[src/rtl/sym_delay_line.sv]
`default_nettype none
// ============================================================================
//  Module      : sym_delay_line
//  Description : Tapped delay line for symmetric FIR filters. Holds DEPTH
//                signed samples (stage 0 = newest), reports fill level and
//                optionally pre-adds mirrored stage pairs (i, DEPTH-1-i) into
//                DATA_W+1 bit registered sums with a one-cycle valid strobe.
//  Config      : define SYM_PREADD_EN to build the pre-adder and pair_sum
//                registers; when undefined pair_sum is tied to zero while
//                sum_valid keeps identical timing.
//  Revision    : 1.0 - initial release
// ============================================================================
module sym_delay_line #(
  parameter int DATA_W = 16,
  parameter int DEPTH  = 8
) (
  input  logic                                clk,
  input  logic                                rst_n,
  input  logic                                en,
  input  logic                                flush,
  input  logic [DATA_W-1:0]                   sin,
  output logic [DEPTH*DATA_W-1:0]             taps,
  output logic [(DEPTH/2)*(DATA_W+1)-1:0]     pair_sum,
  output logic                                sum_valid,
  output logic [$clog2(DEPTH+1)-1:0]          fill_cnt,
  output logic                                primed
);

  localparam int c_cnt_w = $clog2(DEPTH + 1);
  localparam int c_pairs = DEPTH / 2;
  localparam int c_sum_w = DATA_W + 1;
  localparam logic [c_cnt_w-1:0] c_fill_max = c_cnt_w'(DEPTH);

  // --------------------------------------------------------------------------
  // Parameter legality: refuse to elaborate an odd, too-short or badly sized
  // line rather than silently building a half-paired pre-adder.
  // --------------------------------------------------------------------------
  if ((DEPTH < 2) || ((DEPTH % 2) != 0)) begin : g_bad_depth
    $error("sym_delay_line: DEPTH must be even and at least 2");
  end

  if ((DATA_W < 2) || (DATA_W > 32)) begin : g_bad_width
    $error("sym_delay_line: DATA_W must lie in 2..32");
  end

  // --------------------------------------------------------------------------
  // Shared control: a shift is accepted only when flush does not override it.
  // --------------------------------------------------------------------------
  logic shift_accept;
  assign shift_accept = en & ~flush;

  // --------------------------------------------------------------------------
  // Delay-line storage
  // --------------------------------------------------------------------------
  logic [DATA_W-1:0] stage_q [DEPTH];
  logic [DATA_W-1:0] stage_d [DEPTH];

  // Next-state of the stages: clear on flush, shift on accepted enable, else hold.
  always_comb begin
    for (int k = 0; k < DEPTH; k++) begin
      stage_d[k] = stage_q[k];
    end
    if (flush) begin
      for (int k = 0; k < DEPTH; k++) begin
        stage_d[k] = '0;
      end
    end else if (en) begin
      stage_d[0] = sin;
      for (int k = 1; k < DEPTH; k++) begin
        stage_d[k] = stage_q[k-1];
      end
    end
  end

  // Stage registers; reset clears history so unfilled stages read zero.
  always_ff @(posedge clk or negedge rst_n) begin
    if (!rst_n) begin
      for (int k = 0; k < DEPTH; k++) begin
        stage_q[k] <= '0;
      end
    end else begin
      for (int k = 0; k < DEPTH; k++) begin
        stage_q[k] <= stage_d[k];
      end
    end
  end

  // Taps come straight off the stage registers, no extra pipeline.
  for (genvar k = 0; k < DEPTH; k++) begin : g_taps
    assign taps[k*DATA_W +: DATA_W] = stage_q[k];
  end

  // --------------------------------------------------------------------------
  // Fill level
  // --------------------------------------------------------------------------
  logic [c_cnt_w-1:0] fill_cnt_q;
  logic [c_cnt_w-1:0] fill_cnt_d;

  // Count accepted shifts, saturating once the line is full.
  always_comb begin
    fill_cnt_d = fill_cnt_q;
    if (flush) begin
      fill_cnt_d = '0;
    end else if (en && (fill_cnt_q != c_fill_max)) begin
      fill_cnt_d = fill_cnt_q + c_cnt_w'(1);
    end
  end

  // Fill counter register.
  always_ff @(posedge clk or negedge rst_n) begin
    if (!rst_n) begin
      fill_cnt_q <= '0;
    end else begin
      fill_cnt_q <= fill_cnt_d;
    end
  end

  assign fill_cnt = fill_cnt_q;
  assign primed   = (fill_cnt_q == c_fill_max);

  // --------------------------------------------------------------------------
  // Valid strobe pipeline. sum_pend marks "the shift just taken left the line
  // full"; one edge later the sums are captured and sum_valid goes high for
  // the cycle that follows. This path exists in both builds so downstream
  // control sees the same strobe whether or not the adders are present.
  // --------------------------------------------------------------------------
  logic sum_pend_q;
  logic sum_pend_d;
  logic sum_valid_q;
  logic sum_valid_d;

  // Pending flag and strobe; flush kills both so no pulse escapes a clear.
  always_comb begin
    sum_pend_d  = shift_accept && (fill_cnt_d == c_fill_max);
    sum_valid_d = flush ? 1'b0 : sum_pend_q;
  end

  // Strobe pipeline registers.
  always_ff @(posedge clk or negedge rst_n) begin
    if (!rst_n) begin
      sum_pend_q  <= 1'b0;
      sum_valid_q <= 1'b0;
    end else begin
      sum_pend_q  <= sum_pend_d;
      sum_valid_q <= sum_valid_d;
    end
  end

  assign sum_valid = sum_valid_q;

`ifdef SYM_PREADD_EN
  // --------------------------------------------------------------------------
  // Symmetric pre-adder. Sums are taken from the stages one edge after an
  // accepted shift, including shifts made before priming (unfilled stages
  // are zero, so those sums are well defined, just not flagged).
  // --------------------------------------------------------------------------
  logic               shift_pend_q;
  logic               shift_pend_d;
  logic [c_sum_w-1:0] pair_sum_q [c_pairs];
  logic [c_sum_w-1:0] pair_sum_d [c_pairs];

  // Remember that the previous edge shifted, so the sums refresh next edge.
  always_comb begin
    shift_pend_d = shift_accept;
  end

  // Sign-extended mirrored-pair addition; one extra bit so the sum never wraps.
  always_comb begin
    for (int i = 0; i < c_pairs; i++) begin
      pair_sum_d[i] = pair_sum_q[i];
    end
    if (flush) begin
      for (int i = 0; i < c_pairs; i++) begin
        pair_sum_d[i] = '0;
      end
    end else if (shift_pend_q) begin
      for (int i = 0; i < c_pairs; i++) begin
        pair_sum_d[i] = {stage_q[i][DATA_W-1], stage_q[i]}
                      + {stage_q[DEPTH-1-i][DATA_W-1], stage_q[DEPTH-1-i]};
      end
    end
  end

  // Pre-adder result registers.
  always_ff @(posedge clk or negedge rst_n) begin
    if (!rst_n) begin
      shift_pend_q <= 1'b0;
      for (int i = 0; i < c_pairs; i++) begin
        pair_sum_q[i] <= '0;
      end
    end else begin
      shift_pend_q <= shift_pend_d;
      for (int i = 0; i < c_pairs; i++) begin
        pair_sum_q[i] <= pair_sum_d[i];
      end
    end
  end

  for (genvar i = 0; i < c_pairs; i++) begin : g_pair_out
    assign pair_sum[i*c_sum_w +: c_sum_w] = pair_sum_q[i];
  end
`else
  // Pre-adder not built: the sum bus is constant zero.
  assign pair_sum = '0;
`endif

endmodule
`default_nettype wire

[config.mk]
export PLATFORM = sky130hd
export DESIGN_NAME = sym_delay_line
export DESIGN_NICKNAME = d
export VERILOG_FILES = /design/src/rtl/sym_delay_line.sv
export SDC_FILE = /design/constraint.sdc
export NUM_CORES = 1
export LEC_CHECK = 0
export ABC_AREA = 1
export ABC_CLOCK_PERIOD_IN_PS = 2350
export CAP_MARGIN = 10
export CORE_ASPECT_RATIO = 0.5
export CORE_MARGIN = 3
export CORE_UTILIZATION = 49
export CTS_CLUSTER_SIZE = 28
export DETAILED_ROUTE_END_ITERATION = 10
export PLACE_DENSITY_LB_ADDON = 0.05
export RECOVER_POWER = 50
export SLEW_MARGIN = 10
export SYNTH_ARGS = -nofsm -noshare
export SYNTH_HDL_FRONTEND = slang
export SYNTH_SLANG_ARGS = --single-unit
[constraint.sdc]
create_clock -name clk -period 2.35 [get_ports clk]
set_clock_uncertainty 0.15 [all_clocks]
set_input_delay 0.47 -clock clk [delete_from_list [all_inputs] [get_ports clk]]
set_output_delay 0.47 -clock clk [all_outputs]
set_load 0.01 [all_outputs]
==> impl_metrics.csv, run 1 <==
group,metric,value,unit
critical_path,cp_max_fo,11,
clock_tree,cts_tree,"built",
global_routing,grt_usage,19.7,%
placement,hpwl,9560,microns
min_path,min_path_type,"reg -> reg",
layout,final_cells,882,
die,die_area,14000,sq um
logic_synthesis,synthDistinctLibCells,18,
logic_synthesis,ys_warn_count,0,
logic_synthesis,synthTopCellsByArea,"dfrtp_1, o22ai_2, buf_4, inv_1, buf_6",
critical_path,critPathBufInv,3,
sta,tightest_slew,970,ps
critical_path,cp-end-kind,"flip-flop",
critical_path,cp.arrival,2290,ps
placement,pre_cts_slack,185,ps
clock_tree,clk_latency,410,ps
logic_synthesis,synth_area_leader_cell,"dfrtp_1",
clock_tree,clkSinkCount,134,
detailed_routing,antenna_left,0,
logic_synthesis,syn_inst,543,
global_routing,grt_max_degree,53,
sta,fmax,458,MHz
critical_path,required,2460,ps
logic_synthesis,syn_area,6130,sq um
pwr,ir_drop,0.000408,V
logic_synthesis,synth-seq-cells,134,
die,io_pins,222,
global_routing,grt_pass1_vias,4025,
detailed_routing,drc_errors,0,
layout,nFillCells,943,
die,die_w,164,microns
critical_path,path_class,"in -> reg",
logic_synthesis,synth-edff-count,0,
pwr,p_per_area,708,nW/um^2
layout,fin_area,8090,sq um
placement,placed_area,7610,sq um
placement,gp_congestion,0.761,
sta,hold_viol,0,
layout,drive_above_1_share,15.8,%
sta,finalCritPeriodShare,93.0,%
logic_synthesis,synth_top_area_share,54.7,%
die,row_count,28,
critical_path,crit_path_top_delay_cell,"dlygate4sd3_1",
placement,placed_cells,848,
die,start_util,51.0,%
run,cap_violations,0,
pwr,p_total,5730,uW
die,core_area,12000,sq um
critical_path,crit_chain,"dlygate4sd3_1 -> inv_1 -> nand2_1 -> clkbuf_1 -> o22ai_1",
detailed_routing,viasPerCell,4.65,
detailed_routing,wirelength,13500,microns
die,die_h,85.1,microns
global_routing,antenna_found_initial,0,
logic_synthesis,syn_avg_cell_area,11.3,sq um
sta,setup_ws,165,ps
layout,area_growth,32.1,%
run_status,outcome,"complete, no violations",
clock_tree,h-tree-depth,4,
critical_path,critPathMaxStageDelay,690,ps
clock_tree,clkTransAtPathRegs,60,ps
placement,port_buffers,153,
detailed_routing,wl_per_cell,15.3,microns
sta,relSlewSlack,35.3,%
sta,post-route-min-period,2180,ps
sta,tns,0,ps
detailed_routing,num_vias,4098,
critical_path,critPathTopFamily,"buffers and inverters",
logic_synthesis,synth_common_cells,"dfrtp_1, inv_1, o22ai_2, buf_4, o21ai_0",
sta,rsz0062_at_grt,"no",
global_routing,grt_pass1_wl,21300,microns
logic_synthesis,synth_most_common_cell,"dfrtp_1",
critical_path,worstSetupStartpointType,"primary input",
detailed_routing,drtIter0Drc,239,
logic_synthesis,async_reset_ff_share,100,%
clock_tree,clock_path_buffers,2,
logic_synthesis,seq_area_frac_synth,54.7,%
logic_synthesis,synth_ff_type,"dfrtp_1",
clock_tree,cts-root-buf,"clkbuf_16",
detailed_routing,drt_pass1_iterations,4,
layout,diodes,0,
sta,drv_slew,0,
pwr,leakagePower,0.00344,uW
layout,fin_nets,726,
sta,setup_viol,0,
clock_tree,cts_buffers,17,
global_routing,gr-total-overflow,0,
[power breakdown]
group	total [uW]	internal, uW	switching [uW]
Clock	2930	1940	991
Sequential	2360	2340	20.7
Combinational	436	157	279
Total	5730	4440	1290
[cell families after synthesis]
kind of cell	share of synthesized area, %
simple gates	4.23
flops	54.7
other cells	0.0612
fa+ha+maj	0.408
buf+inv	20.0
compound gates	20.6
[worst paths after layout]
kind                                       start                    end  slack (ps)  cells past startpoint
max                                        flush  taps[103]$_DFFE_PN0P_         170                      5
min                         sum_pend_q$_DFF_PN0_    sum_valid$_DFF_PN0_         330                      2
max reg2reg                fill_cnt[1]$_DFF_PN0_   sum_pend_q$_DFF_PN0_         930                      8
min reg2reg                 sum_pend_q$_DFF_PN0_    sum_valid$_DFF_PN0_         330                      2
max in group asynchronous                  rst_n   taps[32]$_DFFE_PN0P_         640                      3
min in group asynchronous                  rst_n  taps[119]$_DFFE_PN0P_         610                      2
[cells in the final DEF (no fill, tap or decap), drive strengths merged]
cell type and instances:
clkdlybuf4s50 149, dfrtp 134, inv 126, o22ai 96
conb 68, o21ai 32, nand2 26, clkbuf 26
nand3 24, buf 12, bufinv 5, nor2 5
clkinv 4, clkinvlp 3, dlygate4sd3 3, ha 2
nand4 1, dlygate4sd2 1
[layer usage]
metal  vias to the layer above  global-route usage [%]  part of all wire (%)
met5                         -                       0                     0
met4                         0                    4.22                  0.58
met3                         8                    8.00                   8.6
met2                       147                    31.1                    47
met1                      1999                    25.8                    44
li1                       1944                       -                     -
[through the flow]
step	hold slack, ps	util (%)
global placement	237	63.3
finish	328	67.4
global route	349	67.4
CTS	330	69.0
floorplan	24.4	-
detailed placement	249	63.3
[cell type report]
class                           count  area (sq um)  area share [%]
Multi-Input combinational cell    254          1690            20.8
Inverter                          126           475            5.87
Sequential cell                   134          3350            41.4
Timing Repair Buffer              171          1720            21.2
Clock buffer                       20           457            5.64
Clock inverter                     12           200            2.47
Tap cell                          165           206            2.55
[flip-flops by register name, indices dropped and copies added (netlist names)]
register    cells
fill_cnt        4
sum_pend_q      1
sum_valid       1
taps          128
[timing repair]
action                                  CTS  global route
hold buffers                              1             0
hold endpoints to repair                 34             0
resized for setup                         3             0
setup buffers                             1             0
endpoints found under the setup margin    1             0
[worst register-to-register path, delay by kind of cell (launching register included)]
kind,cells,cell delay (ps)
flops,1,410
fa+ha+maj,1,160
simple gates,6,550
buf+inv,1,90
Note: power is estimated with default switching activity, not from simulation.
==> inputs of run 2 (changes only) <==
--- a/config.mk
+++ b/config.mk
@@ -6,12 +6,11 @@
 export NUM_CORES = 1
 export LEC_CHECK = 0
 export ABC_AREA = 1
-export ABC_CLOCK_PERIOD_IN_PS = 2350
+export ABC_CLOCK_PERIOD_IN_PS = 2100
 export CAP_MARGIN = 10
 export CORE_ASPECT_RATIO = 0.5
-export CORE_MARGIN = 3
-export CORE_UTILIZATION = 49
-export CTS_CLUSTER_SIZE = 28
+export CORE_MARGIN = 2
+export CORE_UTILIZATION = 45
 export DETAILED_ROUTE_END_ITERATION = 10
 export PLACE_DENSITY_LB_ADDON = 0.05
 export RECOVER_POWER = 50
==> constraint.sdc (replaced) <==
create_clock -name clk -period 2.1 [get_ports clk]
set_clock_uncertainty 0.15 [all_clocks]
set_input_delay 0.42 -clock clk [delete_from_list [all_inputs] [get_ports clk]]
set_output_delay 0.42 -clock clk [all_outputs]
set_load 0.01 [all_outputs]
==> impl_metrics.csv, run 2 (same netlist as run 1, synthesis figures left out) <==
group,metric,value,unit
run_status,outcome,"complete, no violations",
pwr,ir_drop,0.000469,V
sta,fmax,504,MHz
sta,tightest_slew,913,ps
clock_tree,clock_path_buffers,2,
clock_tree,h-tree-depth,4,
critical_path,cp-end-kind,"output pin",
global_routing,grt_pass1_wl,21500,microns
pwr,combPwrFrac,7.8,%
die,row_count,30,
placement,port_buffers,153,
layout,layout_commonest_cell,"clkdlybuf4s50_1",
clock_tree,cts_buffers,17,
pwr,switching_power,1480,uW
detailed_routing,drtIter0Drc,177,
min_path,hold_end,"sum_valid$_DFF_PN0_",
min_path,min_from,"sum_pend_q$_DFF_PN0_",
global_routing,grt_usage,19.1,%
critical_path,critPathMaxStageDelay,520,ps
critical_path,rr_endpoint,"sum_pend_q$_DFF_PN0_",
layout,drive_above_1_share,15.3,%
sta,hold_viol,0,
critical_path,regToRegStartpoint,"fill_cnt[0]$_DFF_PN0_",
clock_tree,cts-root-buf,"clkbuf_16",
placement,gp_congestion,0.739,
detailed_routing,drt_pass1_iterations,4,
critical_path,critPathBufInv,2,
global_routing,grt_use_met1,25.8,%
sta,finalCritPeriodShare,94.4,%
detailed_routing,num_vias,4043,
critical_path,worstSetupStartpointType,"flip-flop",
sta,drv_slew,0,
critical_path,path_class,"reg -> out",
pwr,leakagePower,0.00340,uW
placement,placed_cells,862,
die,start_util,45.6,%
sta,post-route-min-period,1980,ps
layout,area_growth,30.6,%
global_routing,grt_max_degree,46,
global_routing,top_usage_layer,"met2",
layout,finish.utilization,59.6,%
pwr,p_total,6150,uW
placement,hpwl,9460,microns
global_routing,use_met3,6.80,%
clock_tree,cts_tree,"built",
global_routing,met2_usage,28.8,%
detailed_routing,viasPerCell,4.51,
critical_path,cp.arrival,1410,ps
die,die_h,86.5,microns
critical_path,rr_worst_depth,9,
pwr,p_int,4670,uW
critical_path,crit_chain,"buf_4 -> clkdlybuf4s50_1",
die,io_pins,222,
critical_path,required,1530,ps
min_path,min_path_type,"reg -> reg",
die,die_area,14600,sq um
global_routing,gr-total-overflow,0,
detailed_routing,antenna_left,0,
layout,diodes,0,
critical_path,r2r_slack,630,ps
critical_path,crit_path_top_delay_cell,"clkdlybuf4s50_1",
sta,rsz0062_at_grt,"no",
layout,final_cell_mix,"clkdlybuf4s50_1, dfrtp_1, inv_1",
critical_path,cp_max_fo,4,
layout,final_cells,897,
critical_path,crit_start,"fill_cnt[0]$_DFF_PN0_",
min_path,holdPathStages,2,
die,die_w,169,microns
clock_tree,clkTransAtPathRegs,60,ps
die,core_area,13400,sq um
pwr,sw_frac_of_total,24.0,%
critical_path,critPathTopFamily,"buffers and inverters",
clock_tree,clkSinkCount,134,
detailed_routing,wirelength,13400,microns
pwr,seq_power_share,43.0,%
pwr,p_per_area,768,nW/um^2
clock_tree,clk_latency,410,ps
sta,setup_viol,0,
detailed_routing,drc_errors,0,
layout,largest_reg_flops,128,
run,cap_violations,0,
pwr,clock_power_share,49.2,%
layout,fin_nets,730,
sta,relSlewSlack,39.1,%
detailed_routing,wl_per_cell,14.9,microns
global_routing,antenna_found_initial,0,
global_routing,grt_pass1_vias,4001,
sta,tns,0,ps
[run 2: changes by cell type in the layout (fill, tap and decap cells not counted), sizes merged]
cell / previous run / this run
dlygate4sd2: 1 / 0
clkinvlp: 3 / 6
inv: 126 / 129
bufinv: 5 / 3
buf: 12 / 16
clkinv: 4 / 2
clkbuf: 26 / 25
[run 2: final cells by class]
cell class	count	area (sq um)
timing repair buffer	175	1720
tap	176	220
inverter	126	475
clock buffer	18	429
sequential	134	3350
multi-input combinational	254	1630
clock inverter	14	175
fill	1167	5430
[run 2: tightest hold or removal path: stages (launching register included)]
cell     delay (ps)
dfrtp_1         320
inv_1            40
nor2_1           70
[run 2: stage by stage]
stage | hold slack (ps) | area [sq um] | worst slack [ps]
after floorplan | -25.6 | 6380 | 622
after global placement | 274 | 7620 | 89.2
after detailed placement | 269 | 7620 | 51.6
after CTS | 316 | 8240 | 38.6
after global routing | 367 | 8010 | 47.2
final | 318 | 8010 | 117
[run 2: worst max path at each step]
stage,end,slack (ps),depth (start not counted)
after global placement,taps[8]$_DFFE_PN0P_,90,6
after CTS,primed,40,5
after global routing,taps[7]$_DFFE_PN0P_,50,6
final,fill_cnt[0],120,2
after detailed placement,taps[102]$_DFFE_PN0P_,50,5
after floorplan,primed,620,4
[run 2: layer usage]
metal	wire length (microns)	vias to the layer above	part of all wire, %
met5	0	-	0
met4	135	0	1.0
met3	959	14	7.2
li1	-	1956	-
met2	6020	130	45
met1	6270	1943	47
[run 2: repair_timing]
action                                 CTS  global route
buffers inserted                         2             0
hold buffers                             1             0
resized for setup                        1             2
endpoints found under the hold margin   31             0
setup endpoints to repair                1             1
[run 2: power groups by stage]
stage | logic, uW | registers (uW) | clock network, uW
floorplan | 360 | 2710 | 0
global placement | 513 | 2690 | 0
detailed placement | 514 | 2690 | 0
CTS | 525 | 2640 | 3090
global route | 534 | 2650 | 3220
finish | 480 | 2640 | 3020
==> edit 1, RTL diff (flow settings as in run 2) <==
Add a define of `SYM_PREADD_EN`.
--- a/src/rtl/sym_delay_line.sv
+++ b/src/rtl/sym_delay_line.sv
@@ -12,2 +12,4 @@
 // ============================================================================
+`define SYM_PREADD_EN
+
 module sym_delay_line #(
Function: changed (a bounded check fails within 4 cycles, from zero or initial values and one cycle with rst_n low).
==> edit 1 against run 2 <==
Sequential cell count grew 69; hold slack about the same; core utilization is 0.80 points lower; wire length grew to 2.7 times the old value; combinational power rose by 75%; critical path depth down 1; setup slack got worse by 0.077 ns; design area is 94% higher; maximum frequency is 3.7% lower; first-iteration DRC count grew to 4.0 times the old value; power up 42%; synthesized cell count rose to 2.8 times the old value; synthesized area rose by 96%.
==> edit 1: results (changes against run 2) <==
| Metric | Value |
|---|---|
| Synth unique cells | `31 (+13)` |
| Hold slack | `0.318 ns (-0.000189 ns)` |
| Leak pwr | `0.00836 uW (+150%)` |
| Synth Area in Compound Gates | `0.141 (-0.0648)` |
| Dpl cells | `2,111 (+140%)` |
| Worst Setup SP | `taps[24]$_DFFE_PN0P_` |
| FF-to-FF setup slack | `0.11 ns (-0.52 ns)` |
| NumNets Final | `1,880 (+160%)` |
| Area of the multi-input gates | `5280 um2 (+220%)` |
| Outcome | `finished clean` |
| Vias in the first global route | `10.6k (+170%)` |
| Ratio of cells with drive above 1 in the final layout | `0.0926 (-0.0599)` |
| R2R depth | `8 (-1)` |
| Nonclk buf count | `283 (+62%)` |
| Clk cell area share | `0.0438 (-0.0317)` |
| Seq area share | `0.328 (-0.0911)` |
| DP Area | `15,000 um2 (+97%)` |
| Maximum vdd drop | `0.383 mV (-18%)` |
| Top cells by count, synth | `501 x nand2_1, 304 x inv_1, 203 x dfrtp_1` |
| Final worst-path cycle share | `0.981 (+0.0365)` |
| PortBufs | `221 (+44%)` |
| Final wirelength | `36.7 mm (+170%)` |
| Critical path arrival | `1.49 ns (+0.08 ns)` |
| Switching share of total power | `0.250 (+0.00928)` |
| Hpwl dp | `28.1 mm (+200%)` |
| Drt pass-1 iters | `5 (+1)` |
| P_int | `6560 uW (+40%)` |
| Wire length per cell | `17.0 um (+14%)` |
| Clk_lat worst skew | `0.51 ns (+0.10 ns)` |
| Clkbuf count | `32 (+14)` |
edit 1: cell types whose count changed in the layout (fill, tap and decap cells not counted), sizes merged, moves of 17 or more:
| cell | run 2 | this run |
|---|---|---|
| a21oi | 0 | 48 |
| nand3 | 24 | 92 |
| o21ai | 32 | 55 |
| buf | 16 | 55 |
| conb | 68 | 0 |
| dlymetal6s2s | 0 | 18 |
| nor2 | 5 | 46 |
| ha | 2 | 66 |
| clkdlybuf4s50 | 149 | 187 |
| inv | 129 | 308 |
| nand2 | 26 | 502 |
| dfrtp | 134 | 203 |
| or2 | 0 | 17 |
edit 1: routing by layer:
| metal | global-route usage | vias up | routed length (um) |
|---|---|---|---|
| li1 | - | 5337 | - |
| met1 | 0.397 | 5224 | 18300 |
| met2 | 0.401 | 267 | 15900 |
| met3 | 0.0391 | 34 | 1870 |
| met4 | 0.0438 | 0 | 607 |
| met5 | 0 | - | 0 |
==> edit 2, RTL diff (settings of run 2) <==
Made on the original files. Add an input register stage for `sin`, cleared by the reset; this delays it by one clock. The other inputs are not delayed to match.
--- a/src/rtl/sym_delay_line.sv
+++ b/src/rtl/sym_delay_line.sv
@@ -33,2 +33,12 @@
 
+  logic [DATA_W-1:0] sin_q;
+
+  always_ff @(posedge clk or negedge rst_n) begin
+    if (!rst_n) begin
+      sin_q <= '0;
+    end else begin
+      sin_q <= sin;
+    end
+  end
+
   // --------------------------------------------------------------------------
@@ -67,3 +77,3 @@
     end else if (en) begin
-      stage_d[0] = sin;
+      stage_d[0] = sin_q;
       for (int k = 1; k < DEPTH; k++) begin
Formal check against the unedited RTL: not equivalent (a bounded check fails within 4 cycles, from zero or initial values and one cycle with rst_n low).
==> edit 2 against run 2 <==
Design area rose by 5.8%; power rose by 4.8%; wire length rose by 2.7%; synthesized area rose by 6.6%; critical path depth did not move; setup slack got worse by 0.0056 ns; sequential cell count rose by 16; final cell count rose by 4.2%; combinational power rose by 4%; core utilization fell by 0.41 points.
==> edit 2: results (changes against run 2) <==
| Metric | Value |
|---|---|
| Leak pwr | `0.00362 uW (+6.4%)` |
| Vias in the first global route | `3,940 (-1.5%)` |
| Antenna violations before repair | `0 (unchanged)` |
| Ratio of cells with drive above 1 in the final layout | `0.153 (+0.000758)` |
| Largest net degree at the start of global routing | `52 (+13%)` |
| Top cells by count, synth | `150 x dfrtp_1, 123 x inv_1, 80 x o22ai_2` |
| Clock Power | `2970 uW (-2%)` |
| Uppermost layer routed | `met4` |
| Switching share of total power | `0.251 (+0.0109)` |
| Via-to-Cell Ratio | `4.40 (-2.4%)` |
| Met3 wire len | `835 um (-13%)` |
| Synth unique cells | `17 (-1)` |
| Post-synthesis sequential area ratio | `0.575 (+0.0276)` |
| Metal2 WL | `6.35 mm (+5.5%)` |
| Setup repair bufs after CTS | `0 (-2)` |
| Worst r2r src | `fill_cnt[1]$_DFF_PN0_` |
| NumNets Final | `746 (+2.2%)` |
| Beginning of the worst hold path | `sin_q[6]$_DFF_PN0_` |
| Wire length per cell | `14.7 um (-1.5%)` |
| First-pass GRT wire length | `21.5 mm (about the same)` |
| Post-synthesis adder-cell area fraction | `0.00383 (-0.000252)` |
| Synth Area in Compound Gates | `0.193 (-0.0127)` |
| Met1 WL | `6.42 mm (+2.5%)` |
| Critical path arrival | `1.42 ns` |
| CTS max path bufs | `2 (unchanged)` |
| Synth top area cells | `dfrtp_1 57%, o22ai_2 15%, buf_4 7.9%` |
| Fill count | `1,214 (+4.0%)` |
| Outcome | `finished clean` |
| Tot GR Track Use | `0.180 (-0.0107)` |
| Drt first-iter violations | `206 (+16%)` |
| Max-slew headroom | `0.254 (-0.137)` |
| P_comb | `497 uW (+4%)` |
| Largest register FFs | `128 (unchanged)` |
| Hpwl dp | `9.47 mm (+0.11%)` |
| Maximum vdd drop | `0.549 mV (+17%)` |
| RD Place Congestion | `0.685 (-7.3%)` |
-- edit 2: cell count changes after synthesis, sizes merged --
cell    before  now
nor2         5    6
buf         92   93
clkbuf       4    3
nand4        1    0
inv        126  125
dfrtp      134  150
nand2       26   28
-- edit 2: per-stage QoR --
stage	total power, uW	worst slack [ns]	area (um2)	std cells	utilization
after floorplan	3410	0.626	6780	627	-
after global placement	3550	0.224	8070	902	0.564
after detailed placement	3560	0.187	8070	902	0.564
after CTS	6560	0.0513	8660	935	0.605
after global routing	6730	0.0330	8470	935	0.592
final	6440	0.112	8470	935	0.592
-- edit 2: tightest hold or removal path, delay by kind of cell, from the launching register on --
kind / cells / cell delay, ns
AO/OA/AOI/OAI: 1 / 0.05
AND/OR/NAND/NOR: 1 / 0.04
flip-flops: 1 / 0.32
-- edit 2: cell type report --
cell class / instances / area, um2 / area share
repair buffers: 174 / 1760 / 0.208
multi-input cells: 256 / 1660 / 0.196
well taps: 198 / 248 / 0.0293
flip-flops and latches: 150 / 3750 / 0.443
inverters: 125 / 472 / 0.0557
clock buffers: 19 / 443 / 0.0523
clock inverters: 13 / 135 / 0.0160
-- edit 2: path summary, 6_finish.rpt --
path                                    endpoint  slack, ns  cells past startpoint
min in group asynchronous   taps[14]$_DFFE_PN0P_       0.61                      2
setup / recovery                     fill_cnt[0]       0.11                      2
hold reg to reg              taps[6]$_DFFE_PN0P_       0.30                      2
setup reg to reg            sum_pend_q$_DFF_PN0_       0.62                      9
hold / removal               taps[6]$_DFFE_PN0P_       0.30                      2
max in group asynchronous  taps[105]$_DFFE_PN0P_       0.32                      3
-- edit 2: routing by layer --
metal  global-route usage  up-vias
met4               0.0550        0
li1                     -     2009
met2                0.280      127
met3               0.0574       11
met1                0.246     1965
met5                    0        -
